$ cat src/rtl/fat_pkg.sv
// Shared definitions for the FAT32 chain-rebuild sequencer: state encoding,
// sector geometry and FAT32 constants.
package fat_pkg;

    localparam int          ENTRIES_PER_SECTOR = 128;
    localparam int          ENTRY_SHIFT        = $clog2(ENTRIES_PER_SECTOR);
    localparam logic [31:0] FAT32_EOF_MARK     = 32'hFFFF_FFFF;
    localparam int          SECTOR_BYTES       = 512;

    typedef enum logic [3:0] {
        ST_IDLE,
        ST_ARM,
        ST_FILL,
        ST_DRAIN,
        ST_WRITE,
        ST_NEXT,
        ST_FIN,
        ST_FAIL
`ifdef FAT_MIRROR_EN
        , ST_MIRROR
`endif
    } seq_state_t;

endpackage

$ cat src/rtl/fat_chain_sequencer_if.sv
// Bus bundle between the file-close controller / fill stage / sector writer
// (master side) and the chain sequencer (slave side).
interface fat_chain_sequencer_if;

    logic        START;
    logic [31:0] FIRST_CLUST;
    logic [31:0] CLUST_COUNT;
    logic [31:0] FAT_BEGIN_LBA;
    logic        UPD_ENA;
    logic [31:0] UPD_BEGIN_CLUST;
    logic [31:0] UPD_EOF_CLUST;
    logic        UPD_COMPLT;
    logic        WR_REQ;
    logic [31:0] WR_LBA;
    logic        WR_ACK;
    logic        WR_ERR;
    logic        BUSY;
    logic        DONE;
    logic        ERROR;

    modport master (
        output START, FIRST_CLUST, CLUST_COUNT, FAT_BEGIN_LBA,
        output UPD_COMPLT, WR_ACK, WR_ERR,
        input  UPD_ENA, UPD_BEGIN_CLUST, UPD_EOF_CLUST,
        input  WR_REQ, WR_LBA, BUSY, DONE, ERROR
    );

    modport slave (
        input  START, FIRST_CLUST, CLUST_COUNT, FAT_BEGIN_LBA,
        input  UPD_COMPLT, WR_ACK, WR_ERR,
        output UPD_ENA, UPD_BEGIN_CLUST, UPD_EOF_CLUST,
        output WR_REQ, WR_LBA, BUSY, DONE, ERROR
    );

endinterface

$ cat src/rtl/fat_sector_span.sv
// Derives the EOF cluster and first/last FAT sector index of a contiguous chain;
// combinational values for the accepting cycle, latched copies afterwards.
module fat_sector_span #(
    parameter int SHIFT = fat_pkg::ENTRY_SHIFT
) (
    input  logic        i_clk,
    input  logic        i_rst_n,
    input  logic        i_load,
    input  logic [31:0] i_first_clust,
    input  logic [31:0] i_clust_count,
    output logic [31:0] o_eof_now,
    output logic [31:0] o_first_sec_now,
    output logic [31:0] o_eof,
    output logic [31:0] o_last_sec
);

    logic [31:0] w_eof;
    logic [31:0] w_last_sec;
    logic [31:0] r_eof;
    logic [31:0] r_last_sec;

    // EOF is allowed to wrap; the last sector holds cluster EOF-1
    assign w_eof      = i_first_clust + i_clust_count;
    assign w_last_sec = (w_eof - 32'd1) >> SHIFT;

    always_ff @(posedge i_clk or negedge i_rst_n) begin
        if (!i_rst_n) begin
            r_eof      <= '0;
            r_last_sec <= '0;
        end else if (i_load) begin
            r_eof      <= w_eof;
            r_last_sec <= w_last_sec;
        end
    end

    assign o_eof_now       = w_eof;
    assign o_first_sec_now = i_first_clust >> SHIFT;
    assign o_eof           = r_eof;
    assign o_last_sec      = r_last_sec;

endmodule

$ cat src/rtl/fat_chain_sequencer.sv
// Rebuilds a contiguous FAT32 cluster chain one FAT sector at a time: arm fill
// stage, wait for fill, write sector. Define FAT_MIRROR_EN to also write each
// sector to the second FAT copy at LBA + FAT_SIZE_SECTORS.
module fat_chain_sequencer #(
    parameter int          ENTRIES_PER_SECTOR = fat_pkg::ENTRIES_PER_SECTOR,
    parameter logic [31:0] FAT_SIZE_SECTORS   = 32'd1024
) (
    input  logic                 CLK,
    input  logic                 RST_N,
    fat_chain_sequencer_if.slave bus
);
    import fat_pkg::*;

    localparam int SHIFT = $clog2(ENTRIES_PER_SECTOR);

    seq_state_t  r_state;
    seq_state_t  w_state_next;
    logic [1:0]  r_cnt;
    logic [31:0] r_sec;
    logic [31:0] r_fat_lba;

    logic        r_upd_ena,   w_upd_ena_next;
    logic [31:0] r_upd_begin, w_upd_begin_next;
    logic [31:0] r_upd_eof,   w_upd_eof_next;
    logic        r_wr_req,    w_wr_req_next;
    logic [31:0] r_wr_lba,    w_wr_lba_next;
    logic        r_busy,      w_busy_next;
    logic        r_done,      w_done_next;
    logic        r_error,     w_error_next;

    logic        w_accept;
    logic        w_load_sector;
    logic [31:0] w_sec_sel;
    logic [31:0] w_eof_sel;
    logic [31:0] w_lba_base;
    logic [31:0] w_eof_now;
    logic [31:0] w_first_sec_now;
    logic [31:0] w_eof;
    logic [31:0] w_last_sec;

    assign w_accept = (r_state == ST_IDLE) && bus.START;

    fat_sector_span #(
        .SHIFT (SHIFT)
    ) u_span (
        .i_clk           (CLK),
        .i_rst_n         (RST_N),
        .i_load          (w_accept),
        .i_first_clust   (bus.FIRST_CLUST),
        .i_clust_count   (bus.CLUST_COUNT),
        .o_eof_now       (w_eof_now),
        .o_first_sec_now (w_first_sec_now),
        .o_eof           (w_eof),
        .o_last_sec      (w_last_sec)
    );

    // r_cnt restarts on every state change; ARM and DRAIN each last two cycles
    always_ff @(posedge CLK or negedge RST_N) begin
        if (!RST_N) begin
            r_state <= ST_IDLE;
            r_cnt   <= '0;
        end else begin
            r_state <= w_state_next;
            r_cnt   <= (w_state_next != r_state) ? 2'd0 : r_cnt + 2'd1;
        end
    end

    always_comb begin
        w_state_next = r_state;
        case (r_state)
            ST_IDLE: begin
                if (bus.START)
                    w_state_next = (bus.CLUST_COUNT == 32'd0) ? ST_FIN : ST_ARM;
            end
            ST_ARM:   if (r_cnt == 2'd1) w_state_next = ST_FILL;
            ST_FILL:  if (bus.UPD_COMPLT) w_state_next = ST_DRAIN;
            ST_DRAIN: if (r_cnt == 2'd1) w_state_next = ST_WRITE;
            ST_WRITE: begin
                if (bus.WR_ERR)
                    w_state_next = ST_FAIL;
                else if (bus.WR_ACK)
`ifdef FAT_MIRROR_EN
                    w_state_next = ST_MIRROR;
`else
                    w_state_next = ST_NEXT;
`endif
            end
`ifdef FAT_MIRROR_EN
            ST_MIRROR: begin
                if (bus.WR_ERR)
                    w_state_next = ST_FAIL;
                else if (bus.WR_ACK)
                    w_state_next = ST_NEXT;
            end
`endif
            ST_NEXT:  w_state_next = (r_sec == w_last_sec) ? ST_FIN : ST_ARM;
            ST_FIN:   w_state_next = ST_IDLE;
            ST_FAIL:  w_state_next = ST_IDLE;
            default:  w_state_next = ST_IDLE;
        endcase
    end

    // Sector parameters come from the live inputs on START, from latched state on NEXT
    assign w_sec_sel     = (r_state == ST_IDLE) ? w_first_sec_now   : r_sec + 32'd1;
    assign w_eof_sel     = (r_state == ST_IDLE) ? w_eof_now         : w_eof;
    assign w_lba_base    = (r_state == ST_IDLE) ? bus.FAT_BEGIN_LBA : r_fat_lba;
    assign w_load_sector = (w_state_next == ST_ARM) && (r_state != ST_ARM);

    always_comb begin
        w_upd_begin_next = r_upd_begin;
        w_upd_eof_next   = r_upd_eof;
        w_wr_lba_next    = r_wr_lba;
        w_upd_ena_next   = (w_state_next == ST_FILL) || (w_state_next == ST_DRAIN);
        w_wr_req_next    = (w_state_next == ST_WRITE);
        w_busy_next      = !(w_state_next inside {ST_IDLE, ST_FIN, ST_FAIL});
        w_done_next      = (w_state_next == ST_FIN);
        w_error_next     = r_error;
        if (w_load_sector) begin
            w_upd_begin_next = (w_sec_sel << SHIFT) + 32'd1;
            w_upd_eof_next   = w_eof_sel;
            w_wr_lba_next    = w_lba_base + w_sec_sel;
        end
`ifdef FAT_MIRROR_EN
        if (w_state_next == ST_MIRROR) begin
            w_wr_req_next = 1'b1;
            if (r_state == ST_WRITE)
                w_wr_lba_next = r_wr_lba + FAT_SIZE_SECTORS;
        end
`endif
        if (w_accept)
            w_error_next = 1'b0;
        else if (w_state_next == ST_FAIL)
            w_error_next = 1'b1;
    end

`ifndef FAT_MIRROR_EN
    logic w_unused_fat_size;
    assign w_unused_fat_size = ^FAT_SIZE_SECTORS;
`endif

    always_ff @(posedge CLK or negedge RST_N) begin
        if (!RST_N) begin
            r_upd_ena   <= 1'b0;
            r_upd_begin <= '0;
            r_upd_eof   <= '0;
            r_wr_req    <= 1'b0;
            r_wr_lba    <= '0;
            r_busy      <= 1'b0;
            r_done      <= 1'b0;
            r_error     <= 1'b0;
            r_sec       <= '0;
            r_fat_lba   <= '0;
        end else begin
            r_upd_ena   <= w_upd_ena_next;
            r_upd_begin <= w_upd_begin_next;
            r_upd_eof   <= w_upd_eof_next;
            r_wr_req    <= w_wr_req_next;
            r_wr_lba    <= w_wr_lba_next;
            r_busy      <= w_busy_next;
            r_done      <= w_done_next;
            r_error     <= w_error_next;
            if (w_load_sector)
                r_sec <= w_sec_sel;
            if (w_accept)
                r_fat_lba <= bus.FAT_BEGIN_LBA;
        end
    end

    assign bus.UPD_ENA         = r_upd_ena;
    assign bus.UPD_BEGIN_CLUST = r_upd_begin;
    assign bus.UPD_EOF_CLUST   = r_upd_eof;
    assign bus.WR_REQ          = r_wr_req;
    assign bus.WR_LBA          = r_wr_lba;
    assign bus.BUSY            = r_busy;
    assign bus.DONE            = r_done;
    assign bus.ERROR           = r_error;

endmodule

$ cat src/flat_wrapper.sv
// flat-port wrapper written by rule: the top's interface ports become plain ports
module fat_chain_sequencer_flat import fat_pkg::*;
#(
    parameter int          ENTRIES_PER_SECTOR = fat_pkg::ENTRIES_PER_SECTOR,
    parameter logic [31:0] FAT_SIZE_SECTORS   = 32'd1024
)
  (CLK, RST_N, bus_START, bus_FIRST_CLUST, bus_CLUST_COUNT, bus_FAT_BEGIN_LBA, bus_UPD_COMPLT, bus_WR_ACK, bus_WR_ERR, bus_UPD_ENA, bus_UPD_BEGIN_CLUST, bus_UPD_EOF_CLUST, bus_WR_REQ, bus_WR_LBA, bus_BUSY, bus_DONE, bus_ERROR);
  fat_chain_sequencer_if bus_i ();
  input  logic CLK;
  input  logic RST_N;
  input wire logic [$bits(bus_i.START)-1:0] bus_START;
  input wire logic [$bits(bus_i.FIRST_CLUST)-1:0] bus_FIRST_CLUST;
  input wire logic [$bits(bus_i.CLUST_COUNT)-1:0] bus_CLUST_COUNT;
  input wire logic [$bits(bus_i.FAT_BEGIN_LBA)-1:0] bus_FAT_BEGIN_LBA;
  input wire logic [$bits(bus_i.UPD_COMPLT)-1:0] bus_UPD_COMPLT;
  input wire logic [$bits(bus_i.WR_ACK)-1:0] bus_WR_ACK;
  input wire logic [$bits(bus_i.WR_ERR)-1:0] bus_WR_ERR;
  output wire logic [$bits(bus_i.UPD_ENA)-1:0] bus_UPD_ENA;
  output wire logic [$bits(bus_i.UPD_BEGIN_CLUST)-1:0] bus_UPD_BEGIN_CLUST;
  output wire logic [$bits(bus_i.UPD_EOF_CLUST)-1:0] bus_UPD_EOF_CLUST;
  output wire logic [$bits(bus_i.WR_REQ)-1:0] bus_WR_REQ;
  output wire logic [$bits(bus_i.WR_LBA)-1:0] bus_WR_LBA;
  output wire logic [$bits(bus_i.BUSY)-1:0] bus_BUSY;
  output wire logic [$bits(bus_i.DONE)-1:0] bus_DONE;
  output wire logic [$bits(bus_i.ERROR)-1:0] bus_ERROR;
  assign bus_i.START = bus_START;
  assign bus_i.FIRST_CLUST = bus_FIRST_CLUST;
  assign bus_i.CLUST_COUNT = bus_CLUST_COUNT;
  assign bus_i.FAT_BEGIN_LBA = bus_FAT_BEGIN_LBA;
  assign bus_i.UPD_COMPLT = bus_UPD_COMPLT;
  assign bus_i.WR_ACK = bus_WR_ACK;
  assign bus_i.WR_ERR = bus_WR_ERR;
  assign bus_UPD_ENA = bus_i.UPD_ENA;
  assign bus_UPD_BEGIN_CLUST = bus_i.UPD_BEGIN_CLUST;
  assign bus_UPD_EOF_CLUST = bus_i.UPD_EOF_CLUST;
  assign bus_WR_REQ = bus_i.WR_REQ;
  assign bus_WR_LBA = bus_i.WR_LBA;
  assign bus_BUSY = bus_i.BUSY;
  assign bus_DONE = bus_i.DONE;
  assign bus_ERROR = bus_i.ERROR;
  fat_chain_sequencer #(.ENTRIES_PER_SECTOR(ENTRIES_PER_SECTOR), .FAT_SIZE_SECTORS(FAT_SIZE_SECTORS)) u_core (.CLK(CLK), .RST_N(RST_N), .bus(bus_i));
endmodule
$ cat config.mk
export PLATFORM = sky130hd
export DESIGN_NAME = fat_chain_sequencer_flat
export DESIGN_NICKNAME = d
export VERILOG_FILES = /design/src/rtl/fat_pkg.sv /design/src/rtl/fat_chain_sequencer_if.sv /design/src/rtl/fat_sector_span.sv /design/src/rtl/fat_chain_sequencer.sv /design/src/flat_wrapper.sv
export SDC_FILE = /design/constraint.sdc
export NUM_CORES = 1
export LEC_CHECK = 0
export CAP_MARGIN = 20
export CORE_MARGIN = 2
export CORE_UTILIZATION = 25
export DETAILED_ROUTE_END_ITERATION = 7
export SLEW_MARGIN = 20
export SYNTH_ARGS = -nofsm -noshare
export SYNTH_HDL_FRONTEND = slang
export SYNTH_SLANG_ARGS = --single-unit
$ cat constraint.sdc
create_clock -name CLK -period 4.9 [get_ports CLK]
set_clock_uncertainty 0.05 [all_clocks]
set_input_delay 1.225 -clock CLK [delete_from_list [all_inputs] [get_ports CLK]]
set_output_delay 1.225 -clock CLK [all_outputs]
set_load 0.05 [all_outputs]
==> impl_results.md <==
- Iteration-0 DRC Markers: just under 1000
- Routed len/inst: ~18 um
- Sw Share: 0.482
- First-pass GRT wire length: about 75 mm
- Chip Width: approximately 230 um
- Layout cell share with drive strength beyond 1: 0.136
- RSZ-0062 raised after global routing: no
- Die area: ~54000 um^2
- Multi-input logic area: 7600 um^2
- PnR worst setup slack: roughly 150 ps
- Synth area leaders: dfrtp_1 38%, nand2_1 15%, ha_1 6.1%
- Max_cap viols: 0
- Initial Util: 0.254
- DR vias: between 10000 and 15000
- # nets final: roughly 2200
- Grt total ovfl: 0
- Synthesized-area fraction occupied by adder cells: 0.0644
- Final Hold Viols: 0
- Syn-to-layout area delta: 35.1%
- Clock Sinks: ~200
- GRT Total Usage: 0.182
- Post-Synth XOR/XNOR Area: 0.0825
- Core Area: 51500 um^2
- CP startpoint kind: input port
- Worst-skew pair later-pin latency: 510 ps
- WS Path Type: in2reg
- WP data required: 5290 ps
- Pin count of the biggest net entering global routing: 98
- Mux share of post-synthesis cell area: 0.00239
- I/O pins: around 200
- Detailed placer's ending HPWL: 38.8 mm
- Initial antenna violation count: 4
- CP arrival: between 5000 and 6000 ps
- Final wirelength: 48.5 mm
- Post-synth top area share: 0.377
- ANT nets after route: 0
- Top-count cell post-synth: nand2_1
- Clock transition at path regs: approximately 80 ps
- Clock Path Buffers: 2
- First-pass detailed-route iteration total: 5
- Prevailing post-synth register cell: dfrtp_1
- Clock power share: 0.144
- Worst Setup Slack post-DPL: -668 ps
- Vias in the first global route: roughly 13000
- Largest family of logic cells by synthesized area: simple AND/OR/NAND/NOR gates
- Htree depth: 4
- Max rail drop VDD: about 0.31 mV
- Number of remaining DRC errors: 0
- Most instantiated cells after synthesis: 529 x nand2_1, 197 x dfrtp_1, 127 x o21ai_0
- CTS tree: built
- Register Area: between 4000 and 5000 um^2
- Number of synthesized flops with an enable pin: 0
- CP endpoint kind: flop
- HP Class: reg2reg
- CP Max Fanout: 2
- Worst hold margin: 385 ps
- Biggest area consumer among synthesized cells: dfrtp_1
- Final worst-path cycle share: 0.969
- Vias per cell: 4.77
- Final min period: around 4700 ps
- Synth Cell Area: roughly 13000 um^2
- Gpl congestion: 0.859
- Synth Area in Compound Gates: 0.158
- Psw: 4.97 mW
- Row count: 83
- PortBufs: 196
- Fin. max-slew vios: 0
- Part of the power in registers: 0.277
- Pint: around 5.3 mW
- PD cells: between 500 and 600 nW/um^2
- #FFs+latches synth: slightly below 200
- Fmax: 0.211 GHz
- Clock buffer count from CTS: 17
- Post-Synthesis Cells: 1668
- Syn_area_per_cell: between 7 and 8 um^2
- Post-synthesis sequential area ratio: 0.377
- Slew HR: 0.367
- Combinational Power Share: 0.579
- # fillers: between 5000 and 6000
- Simple-Gate Fraction of Synth Area: 0.269
- Post-synthesis async set-or-reset flop share: 1.00
- Die H: 233 um
- Synthesis Warnings: 0
- Distinct cells, synth: 70
- Leakage dissipation: approximately 8 nW
- Worst-Margin Slew: about 950 ps
- Status: finished clean
- Root buffer cell: clkbuf_16
- Setup violators final: 0
## per-stage QoR
step / total power, mW / util / setup TNS [ps] / cell area, um^2 / cells
floorplan: 6.62 / - / 0 / 13100 / 1674
global placement: 8.78 / 0.330 / -6640 / 17000 / 2646
detailed placement: 8.87 / 0.330 / -7870 / 17000 / 2646
CTS: 10.4 / 0.342 / 0 / 17600 / 2680
global route: 11.1 / 0.343 / 0 / 17600 / 2685
finish: 10.3 / 0.343 / 0 / 17600 / 2685
## critical path: stages
cell             delay (ps)
clkdlybuf4s50_1         440
ha_2                    210
fa_2                    350
and3_1                  160
or3_1                   370
a221o_1                 330
a2111o_1                370
nor4_4                  180
nor4b_4                 280
nand4_1                 180
or4b_4                  550
or4_1                   410
nand3_1                  90
## logic make-up after synthesis
group / count (synthesis)
AOI/OAI and AO/OA: 335
xor gates and xnor gates: 123
adders and majority gates: 66
buffers and inverters: 129
DFF: 197
muxes: 3
other: 1
and+or+nand+nor: 814
## sequential cells by signal, indices dropped and copies added (netlist names), 2 cells and up
name and flops:
u_core.bus.WR_LBA 32, u_core.bus.UPD_EOF_CLUST 32, u_core.u_span.o_last_sec 25, u_core.u_span.o_eof 32, u_core.r_sec 32, u_core.r_fat_lba 32, u_core.r_state 4, u_core.r_cnt 2
## cells in the final DEF (no fill, tap or decap), types with 5 or more instances in the layout
master,instances
nand2_1,527
buf_4,205
dfrtp_1,196
clkdlybuf4s50_1,195
o21ai_0,125
nor2_1,106
xnor2_1,74
ha_1,63
a21oi_1,61
xor2_1,49
nand3_1,30
a31oi_1,30
nor3_1,27
a21o_1,27
inv_1,18
and3_1,18
nand4_1,18
clkbuf_16,17
nor4_1,14
or3_1,12
and2_1,10
a211oi_1,10
nand2b_1,9
or2_2,9
o211ai_1,8
nor2b_1,7
o31ai_1,7
o21bai_1,7
conb_1,7
inv_6,6
o21a_1,5
or4_1,5
a211o_1,5
buf_12,5
## final cells by class
cell class                      instances  share of cell area
Multi-Input combinational cell       1348               0.431
Sequential cell                       197               0.279
Timing Repair Buffer                  406               0.204
Tap cell                              680              0.0482
Clock buffer                           18              0.0243
Clock inverter                         14             0.00893
Inverter                               18             0.00383
Antenna cell                            4            0.000567
## timing repair
action	CTS	global route
resized for setup	3	8
gates cloned	0	0
endpoints found under the setup margin	5	14
pin swaps	6	3
setup buffers	2	1
hold buffers	0	0
## power by group through the flow
stage	Combinational (mW)	Sequential, mW	Clock [mW]
CTS	6.02	2.86	1.53
global placement	5.92	2.86	0
global route	6.52	2.95	1.58
floorplan	3.03	3.59	0
finish	5.97	2.85	1.48
detailed placement	5.99	2.88	0
## metal layers
metal / vias up / GRT usage / routed length (um)
met5: - / 0 / 0
met4: 0 / 0.0615 / 1070
met3: 52 / 0.0343 / 2140
met2: 336 / 0.306 / 23600
met1: 6106 / 0.233 / 21700
li1: 6306 / - / -
## path summary, 6_finish.rpt
kind / start / endpoint / slack (ps) / depth (start not counted)
setup / recovery: bus_CLUST_COUNT[0] / u_core.u_span.o_last_sec[22] / 150 / 13
hold / removal: u_core.r_cnt[0] / u_core.r_cnt[0] / 390 / 1
setup reg to reg: u_core.r_sec[4] / u_core.bus.WR_LBA[30] / 430 / 18
hold reg to reg: u_core.r_cnt[0] / u_core.r_cnt[0] / 390 / 1
max in group asynchronous: RST_N / u_core.r_sec[4] / 3110 / 2
min in group asynchronous: RST_N / u_core.r_fat_lba[18] / 720 / 1
No activity file was read; power rests on OpenSTA's default activity.
